--- src/rtl/rgb_to_bayer_mosaic_pkg.sv ---
// Shared Bayer CFA definitions: pixel type and pattern encodings plus the
// helper that maps a CFA pattern and a pixel's row/column parity to its type.
// Latency: n/a (types and a pure function). Backpressure: n/a.
package bayer_pkg;

  // Same encoding the demosaic uses for its center pixel type.
  typedef enum logic [1:0] {
    BLUE           = 2'd0,
    GREEN_BLUE_ROW = 2'd1,
    GREEN_RED_ROW  = 2'd2,
    RED            = 2'd3
  } pixel_type_t;

  typedef enum logic [1:0] {
    BGGR = 2'd0,
    GBRG = 2'd1,
    GRBG = 2'd2,
    RGGB = 2'd3
  } bayer_pattern_t;

  // Payload through the output skid buffer: {raw[7:0], type[1:0], sof, eol}.
  localparam int PAYLOAD_W = 12;

  // The pattern code is the type of the (even row, even col) pixel, so XOR
  // with the parity bits walks the 2x2 tile.
  function automatic pixel_type_t pixel_type(input bayer_pattern_t pattern,
                                             input logic row_lsb,
                                             input logic col_lsb);
    return pixel_type_t'({row_lsb, col_lsb} ^ pattern);
  endfunction

endpackage

--- src/rtl/rgb_to_bayer_mosaic_if.sv ---
// Stream bundle for the mosaic: RGB pixel input side (s_*) and Bayer raw
// output side (m_*). slave = the mosaic block, master = the source/sink.
// Latency/backpressure: defined by the block attached to the slave modport.
interface rgb_to_bayer_mosaic_if;
  import bayer_pkg::*;

  logic        s_valid;
  logic        s_ready;
  logic [23:0] s_rgb;
  logic        s_sof;
  logic        s_eol;

  logic        m_valid;
  logic        m_ready;
  logic [7:0]  m_raw;
  pixel_type_t m_pixel_type;
  logic        m_sof;
  logic        m_eol;

  modport slave (
    input  s_valid, s_rgb, s_sof, s_eol, m_ready,
    output s_ready, m_valid, m_raw, m_pixel_type, m_sof, m_eol
  );

  modport master (
    output s_valid, s_rgb, s_sof, s_eol, m_ready,
    input  s_ready, m_valid, m_raw, m_pixel_type, m_sof, m_eol
  );

endinterface

--- src/rtl/rgb_to_bayer_mosaic_skid.sv ---
// stream_skid_buffer: 2-entry valid/ready register stage (main + skid).
// Latency: 1 cycle accept-to-valid; full 1/clk throughput when draining.
// Backpressure: in_rdy_o is registered (= skid empty); out data held while stalled.
// Ports: clk, reset_n; in_vld_i/in_rdy_o/in_dat_i; out_vld_o/out_rdy_i/out_dat_o.
module stream_skid_buffer #(
  parameter int W = 12
) (
  input  logic         clk,
  input  logic         reset_n,
  input  logic         in_vld_i,
  output logic         in_rdy_o,
  input  logic [W-1:0] in_dat_i,
  output logic         out_vld_o,
  input  logic         out_rdy_i,
  output logic [W-1:0] out_dat_o
);

  logic         main_vld_q, main_vld_d, skid_vld_q, skid_vld_d, rdy_q;
  logic [W-1:0] main_dat_q, main_dat_d, skid_dat_q, skid_dat_d;
  logic         in_fire;

  assign in_fire = in_vld_i && rdy_q;

  always_comb begin
    main_vld_d = main_vld_q;
    main_dat_d = main_dat_q;
    skid_vld_d = skid_vld_q;
    skid_dat_d = skid_dat_q;
    if (!main_vld_q || out_rdy_i) begin
      // Main is free this cycle. in_fire implies skid empty, so a full skid
      // and a new input never arrive together.
      if (skid_vld_q) begin
        main_vld_d = 1'b1;
        main_dat_d = skid_dat_q;
        skid_vld_d = 1'b0;
      end else begin
        main_vld_d = in_fire;
        if (in_fire) main_dat_d = in_dat_i;
      end
    end else if (in_fire) begin
      skid_vld_d = 1'b1;
      skid_dat_d = in_dat_i;
    end
  end

  always_ff @(posedge clk or negedge reset_n) begin
    if (!reset_n) begin
      main_vld_q <= 1'b0;
      skid_vld_q <= 1'b0;
      main_dat_q <= '0;
      skid_dat_q <= '0;
      rdy_q      <= 1'b1;
    end else begin
      main_vld_q <= main_vld_d;
      skid_vld_q <= skid_vld_d;
      main_dat_q <= main_dat_d;
      skid_dat_q <= skid_dat_d;
      rdy_q      <= !skid_vld_d;
    end
  end

  assign in_rdy_o  = rdy_q;
  assign out_vld_o = main_vld_q;
  assign out_dat_o = main_dat_q;

endmodule

--- src/rtl/rgb_to_bayer_mosaic.sv ---
// rgb_to_bayer_mosaic: raster RGB888 stream -> 8-bit Bayer raw + CFA pixel type.
// Latency: 1 cycle accept-to-valid. Backpressure: 2-entry skid, full rate.
// Ports: clk, reset_n, bayer_pattern (sampled on sof), bus (slave stream),
// err_line_length / err_frame_height (sticky, cleared by the next sof).
module rgb_to_bayer_mosaic
  import bayer_pkg::*;
#(
  parameter int WIDTH  = 640,
  parameter int HEIGHT = 480
) (
  input  logic                        clk,
  input  logic                        reset_n,
  input  logic [1:0]                  bayer_pattern,
  rgb_to_bayer_mosaic_if.slave        bus,
  output logic                        err_line_length,
  output logic                        err_frame_height
);

  localparam int CW = $clog2(WIDTH);
  localparam int RW = $clog2(HEIGHT + 1);
  localparam logic [CW-1:0] COL_LAST = CW'(WIDTH - 1);
  localparam logic [RW-1:0] ROW_END  = RW'(HEIGHT);

  logic [CW-1:0]  col_q, col_d, col_eff;
  logic [RW-1:0]  row_q, row_d, row_base;
  bayer_pattern_t pattern_q, pattern_d, pat_eff;
  logic           sof_seen_q, sof_seen_d;
  logic           err_line_q, err_line_d, err_frame_q, err_frame_d;

  logic           acc, in_rdy, row_wrap, row_lsb, at_last, line_err, frame_err;
  pixel_type_t    ptype;
  logic [7:0]     raw;
  logic [PAYLOAD_W-1:0] in_dat, out_dat;

  assign acc      = bus.s_valid && in_rdy;
  // An accepted sof is position (0,0) and uses the incoming pattern at once.
  assign pat_eff  = bus.s_sof ? bayer_pattern_t'(bayer_pattern) : pattern_q;
  assign row_wrap = (row_q == ROW_END);
  assign col_eff  = bus.s_sof ? '0 : col_q;
  assign row_base = bus.s_sof ? '0 : row_q;
  // Pixels past the last line (no sof yet) are emitted with row parity 0.
  assign row_lsb  = !(bus.s_sof || row_wrap) && row_q[0];
  assign ptype    = pixel_type(pat_eff, row_lsb, col_eff[0]);
  assign at_last  = (col_eff == COL_LAST);
  // eol without the last column, or the last column without eol.
  assign line_err  = bus.s_eol ^ at_last;
  assign frame_err = bus.s_sof ? (sof_seen_q && !row_wrap) : row_wrap;

  always_comb begin
    case (ptype)
      RED:     raw = bus.s_rgb[23:16];
      BLUE:    raw = bus.s_rgb[7:0];
      default: raw = bus.s_rgb[15:8];
    endcase
  end

  always_comb begin
    col_d       = col_q;
    row_d       = row_q;
    pattern_d   = pattern_q;
    sof_seen_d  = sof_seen_q;
    err_line_d  = err_line_q;
    err_frame_d = err_frame_q;
    if (acc) begin
      pattern_d  = pat_eff;
      sof_seen_d = sof_seen_q || bus.s_sof;
      if (bus.s_eol || at_last) begin
        col_d = '0;
        row_d = (row_base == ROW_END) ? row_base : row_base + RW'(1);
      end else begin
        col_d = col_eff + CW'(1);
        row_d = row_base;
      end
      // sof clears the flags, but an error seen on the sof pixel itself wins.
      err_line_d  = (!bus.s_sof && err_line_q)  || line_err;
      err_frame_d = (!bus.s_sof && err_frame_q) || frame_err;
    end
  end

  always_ff @(posedge clk or negedge reset_n) begin
    if (!reset_n) begin
      col_q       <= '0;
      row_q       <= '0;
      pattern_q   <= BGGR;
      sof_seen_q  <= 1'b0;
      err_line_q  <= 1'b0;
      err_frame_q <= 1'b0;
    end else begin
      col_q       <= col_d;
      row_q       <= row_d;
      pattern_q   <= pattern_d;
      sof_seen_q  <= sof_seen_d;
      err_line_q  <= err_line_d;
      err_frame_q <= err_frame_d;
    end
  end

  assign in_dat = {raw, ptype, bus.s_sof, bus.s_eol};

  stream_skid_buffer #(.W(PAYLOAD_W)) u_skid (
    .clk       (clk),
    .reset_n   (reset_n),
    .in_vld_i  (bus.s_valid),
    .in_rdy_o  (in_rdy),
    .in_dat_i  (in_dat),
    .out_vld_o (bus.m_valid),
    .out_rdy_i (bus.m_ready),
    .out_dat_o (out_dat)
  );

  assign bus.s_ready      = in_rdy;
  assign bus.m_raw        = out_dat[11:4];
  assign bus.m_pixel_type = pixel_type_t'(out_dat[3:2]);
  assign bus.m_sof        = out_dat[1];
  assign bus.m_eol        = out_dat[0];
  assign err_line_length  = err_line_q;
  assign err_frame_height = err_frame_q;

endmodule

--- src/flat_wrapper.sv ---
// flat-port wrapper written by rule: the top's interface ports become plain ports
module rgb_to_bayer_mosaic_flat import bayer_pkg::*;
#(
  parameter int WIDTH  = 640,
  parameter int HEIGHT = 480
)
  (clk, reset_n, bayer_pattern, err_line_length, err_frame_height, bus_s_valid, bus_s_rgb, bus_s_sof, bus_s_eol, bus_m_ready, bus_s_ready, bus_m_valid, bus_m_raw, bus_m_pixel_type, bus_m_sof, bus_m_eol);
  rgb_to_bayer_mosaic_if bus_i ();
  input  logic clk;
  input  logic reset_n;
  input  logic [1:0] bayer_pattern;
  output logic err_line_length;
  output logic err_frame_height;
  input wire logic [$bits(bus_i.s_valid)-1:0] bus_s_valid;
  input wire logic [$bits(bus_i.s_rgb)-1:0] bus_s_rgb;
  input wire logic [$bits(bus_i.s_sof)-1:0] bus_s_sof;
  input wire logic [$bits(bus_i.s_eol)-1:0] bus_s_eol;
  input wire logic [$bits(bus_i.m_ready)-1:0] bus_m_ready;
  output wire logic [$bits(bus_i.s_ready)-1:0] bus_s_ready;
  output wire logic [$bits(bus_i.m_valid)-1:0] bus_m_valid;
  output wire logic [$bits(bus_i.m_raw)-1:0] bus_m_raw;
  output wire logic [$bits(bus_i.m_pixel_type)-1:0] bus_m_pixel_type;
  output wire logic [$bits(bus_i.m_sof)-1:0] bus_m_sof;
  output wire logic [$bits(bus_i.m_eol)-1:0] bus_m_eol;
  assign bus_i.s_valid = bus_s_valid;
  assign bus_i.s_rgb = bus_s_rgb;
  assign bus_i.s_sof = bus_s_sof;
  assign bus_i.s_eol = bus_s_eol;
  assign bus_i.m_ready = bus_m_ready;
  assign bus_s_ready = bus_i.s_ready;
  assign bus_m_valid = bus_i.m_valid;
  assign bus_m_raw = bus_i.m_raw;
  assign bus_m_pixel_type = bus_i.m_pixel_type;
  assign bus_m_sof = bus_i.m_sof;
  assign bus_m_eol = bus_i.m_eol;
  rgb_to_bayer_mosaic #(.WIDTH(WIDTH), .HEIGHT(HEIGHT)) u_core (.clk(clk), .reset_n(reset_n), .bayer_pattern(bayer_pattern), .bus(bus_i), .err_line_length(err_line_length), .err_frame_height(err_frame_height));
endmodule
--- config.mk ---
export PLATFORM = sky130hd
export DESIGN_NAME = rgb_to_bayer_mosaic_flat
export DESIGN_NICKNAME = d
export VERILOG_FILES = /design/src/rtl/rgb_to_bayer_mosaic_pkg.sv /design/src/rtl/rgb_to_bayer_mosaic_if.sv /design/src/rtl/rgb_to_bayer_mosaic_skid.sv /design/src/rtl/rgb_to_bayer_mosaic.sv /design/src/flat_wrapper.sv
export SDC_FILE = /design/constraint.sdc
export NUM_CORES = 1
export LEC_CHECK = 0
export CORE_MARGIN = 4
export CORE_UTILIZATION = 63
export DETAILED_ROUTE_END_ITERATION = 8
export DONT_BUFFER_PORTS = 1
export GPL_ROUTABILITY_DRIVEN = 0
export HOLD_SLACK_MARGIN = 0.12
export PLACE_DENSITY = 0.83
export SLEW_MARGIN = 20
export SYNTH_ARGS = -nofsm -noshare
export SYNTH_HDL_FRONTEND = slang
export SYNTH_HIERARCHICAL = 1
export SYNTH_SLANG_ARGS = --single-unit
--- constraint.sdc ---
create_clock -name clk -period 2.5 [get_ports clk]
set_input_delay 0.25 -clock clk [delete_from_list [all_inputs] [get_ports clk]]
set_output_delay 0.25 -clock clk [all_outputs]
set_load 0.02 [all_outputs]
==> flow_metrics.env <==
export IMPL_grt_pass1_wl_um=9290
export IMPL_reg2regPathDepth=7
export IMPL_synth_edf_count=0
export IMPL_ys_seq_area_share_pct=44.2
export IMPL_fillers=304
export IMPL_io_pins=48
export IMPL_antenna_cells=0
export IMPL_grt_pass1_vias=1955
export IMPL_drive_gt1_share_pct=23.1
export IMPL_overflow=0
export IMPL_p_leak_uw=0.00141
export IMPL_hp_class="in -> reg"
export IMPL_die_x_um=75.7
export IMPL_rsz0062_at_grt="no"
export IMPL_synth_main_ff_cell="dfrtp_1"
export IMPL_arrival_ps=2570
export IMPL_post_cts_buffers=0
export IMPL_stdcell_area_um2=3100
export IMPL_start_kind="register"
export IMPL_wl_um=5950
export IMPL_vdd_drop_max_uv=498
export IMPL_io_buffers=0
export IMPL_dp_hpwl_um=3860
export IMPL_critPathKind="reg -> reg"
export IMPL_synthTopCellsByArea="dfrtp_1 43%, mux2_4 10%, mux2_2 7.0%"
export IMPL_ys_top_cells_by_count="50 x dfrtp_1, 27 x nand2_1, 20 x mux2_4"
export IMPL_max_slew_margin_pct=67.3
export IMPL_synth_seq_cells=51
export IMPL_setup_violations=0
export IMPL_clk_pin_slew_ps=90
export IMPL_die_area_um2=5740
export IMPL_core_area_um2=4380
export IMPL_syn_nets=301
export IMPL_drtIter0Drc=138
export IMPL_grt_max_degree=52
export IMPL_antenna_found_initial=0
export IMPL_root_buffer="clkbuf_8"
export IMPL_clk_latency_ps=310
export IMPL_synth_top_area_share_pct=43.3
export IMPL_ant_nets=0
export IMPL_maxCapViolations=0
export IMPL_track_usage_pct=21.3
export IMPL_fin_crit_sh_pct=94.7
export IMPL_core_rowCount=24
export IMPL_max_freq_mhz=422
export IMPL_place_area_um2=2880
export IMPL_final_max_slew_viol_count=0
export IMPL_synth_cell_types=53
export IMPL_clock_tree_buffer_depth=2
export IMPL_synth_area_um2=2890
export IMPL_outcome="completed"
export IMPL_tightest_slew_ps=490
export IMPL_route_detailed_drc=0
export IMPL_cp_end_kind="register"
export IMPL_async_flop_share_pct=100
export IMPL_finalHoldViolCount=0
export IMPL_cts_tree="built"
export IMPL_cts_buffers=5
export IMPL_viasPerCell=6.29
export IMPL_htree_levels=2
export IMPL_avgSynthCellArea_um2=11.0
export IMPL_p_per_area_nw_per_um2=846
export IMPL_syn_to_final_growth_pct=7.18
export IMPL_fin_tns_setup_ps=0
export IMPL_die_h_um=75.7
export IMPL_crit_required_ps=2710
export IMPL_yosysMostFrequentCell="dfrtp_1"
export IMPL_skew_ps=5.49
export IMPL_layout_nets=305
export IMPL_period_needed_ps=2370
export IMPL_cp_max_fo=16
export IMPL_netlist_instances=263
export IMPL_vias=2012
export IMPL_dr_pass1_iters=4
export IMPL_min_path_cells=2
export IMPL_routedWlPerCell_um=18.6
export IMPL_synth_area_leader_cell="dfrtp_1"
export IMPL_cts_sinks=51
export IMPL_yosysWarnings=6
export IMPL_initial_core_util_pct=66.0
## timing repair
| item | CTS | global route |
|---|---|---|
| setup endpoints to repair | 0 | 11 |
| resized for setup | 0 | 2 |
| hold endpoints to repair | 59 | 0 |
| hold buffers | 8 | 0 |
## metrics by stage
stage | hold WS [ps] | total power [µW] | cells | worst slack [ps] | utilization, %
5_1_grt | 127 | 2750 | 320 | 0.936 | 70.7
2_1_floorplan | -45.6 | 1860 | 263 | 270 | -
3_3_place_gp | -44.0 | 1940 | 304 | 164 | 65.6
4_1_cts | 122 | 2630 | 320 | 74.4 | 70.6
3_5_place_dp | -43.8 | 1980 | 304 | 68.1 | 65.6
6_report | 136 | 2620 | 320 | 132 | 70.7
## report_power, final
group / switching, µW / internal [µW]
Combinational: 279 / 405
Sequential: 291 / 1040
Clock: 282 / 329
## area by class of cell
type / instances / area [µm²] / area share, %
clock buffer: 6 / 82.6 / 2.66
clock inverter: 2 / 38.8 / 1.25
inverter: 7 / 26.3 / 0.848
multi-input combinational: 192 / 1500 / 48.3
sequential: 51 / 1280 / 41.2
tap: 52 / 65.1 / 2.10
timing repair buffer: 10 / 113 / 3.63
## worst max-delay path, stage by stage, from the launching register on
cell,delay (ps)
dfrtp_1,430
xnor2_1,140
o21ai_1,250
inv_1,110
ha_1,550
o21ai_0,230
mux2_2,310
mux2_4,250
## state kept, by name (all words and copies together) (netlist names)
register,flops
u_core/err_line_length,1
u_core/err_frame_height,1
u_core/u_skid/skid_vld_q,1
u_core/u_skid/in_rdy_o,1
u_core/col_q,10
u_core/row_q,9
u_core/u_skid/out_dat_o,12
u_core/pattern_q,2
u_core/u_skid/out_vld_o,1
u_core/u_skid/skid_dat_q,12
u_core/sof_seen_q,1
## per-layer routing
metal  vias to the layer above  part of all wire (%)  routed length [µm]  global-route usage [%]
met5                         -                     0                   0                       0
met4                         0                   1.3                  77                    6.99
met3                         8                   6.6                 395                    5.67
met2                        63                    50                2980                    33.2
met1                       980                    42                2500                    29.0
li1                        961                     -                   -                       -
## cell usage in the layout, fill, tap and decap left out, drive strengths merged, types with 3 or more instances in the layout
cell,instances
dfrtp,50
mux2,38
nand2,28
o21ai,22
nor2,13
nand3,12
a22oi,9
inv,8
dlygate4sd3,7
clkbuf,6
nand4,6
nor2b,6
ha,6
a22o,5
o31ai,5
a21oi,4
xor2,3
mux2i,3
nand2b,3
buf,3
and3,3
## worst paths after layout
| check | from | end | slack, ps |
|---|---|---|---|
| min | bus_s_sof | u_core/err_frame_height | 140 |
| max in group asynchronous | reset_n | u_core/u_skid/in_rdy_o | 1770 |
| min reg2reg | u_core/sof_seen_q | u_core/sof_seen_q | 490 |
| max reg2reg | u_core/col_q[0] | u_core/u_skid/out_dat_o[10] | 130 |
| min in group asynchronous | reset_n | u_core/row_q[4] | 450 |
| max | u_core/col_q[0] | u_core/u_skid/out_dat_o[10] | 130 |
## cells by family (layout without fill, tap and decap cells)
family	after synthesis	after routing	share of synthesized area, %
xor gates and xnor gates	5	5	1.51
DFF	51	51	44.2
buffers and inverters	20	25	4.20
AOI/OAI and AO/OA	52	52	11.8
adders and majority gates	6	6	2.60
and+or+nand+nor	88	88	17.3
muxes	41	41	18.4
Power figures use the tool's default switching activity.
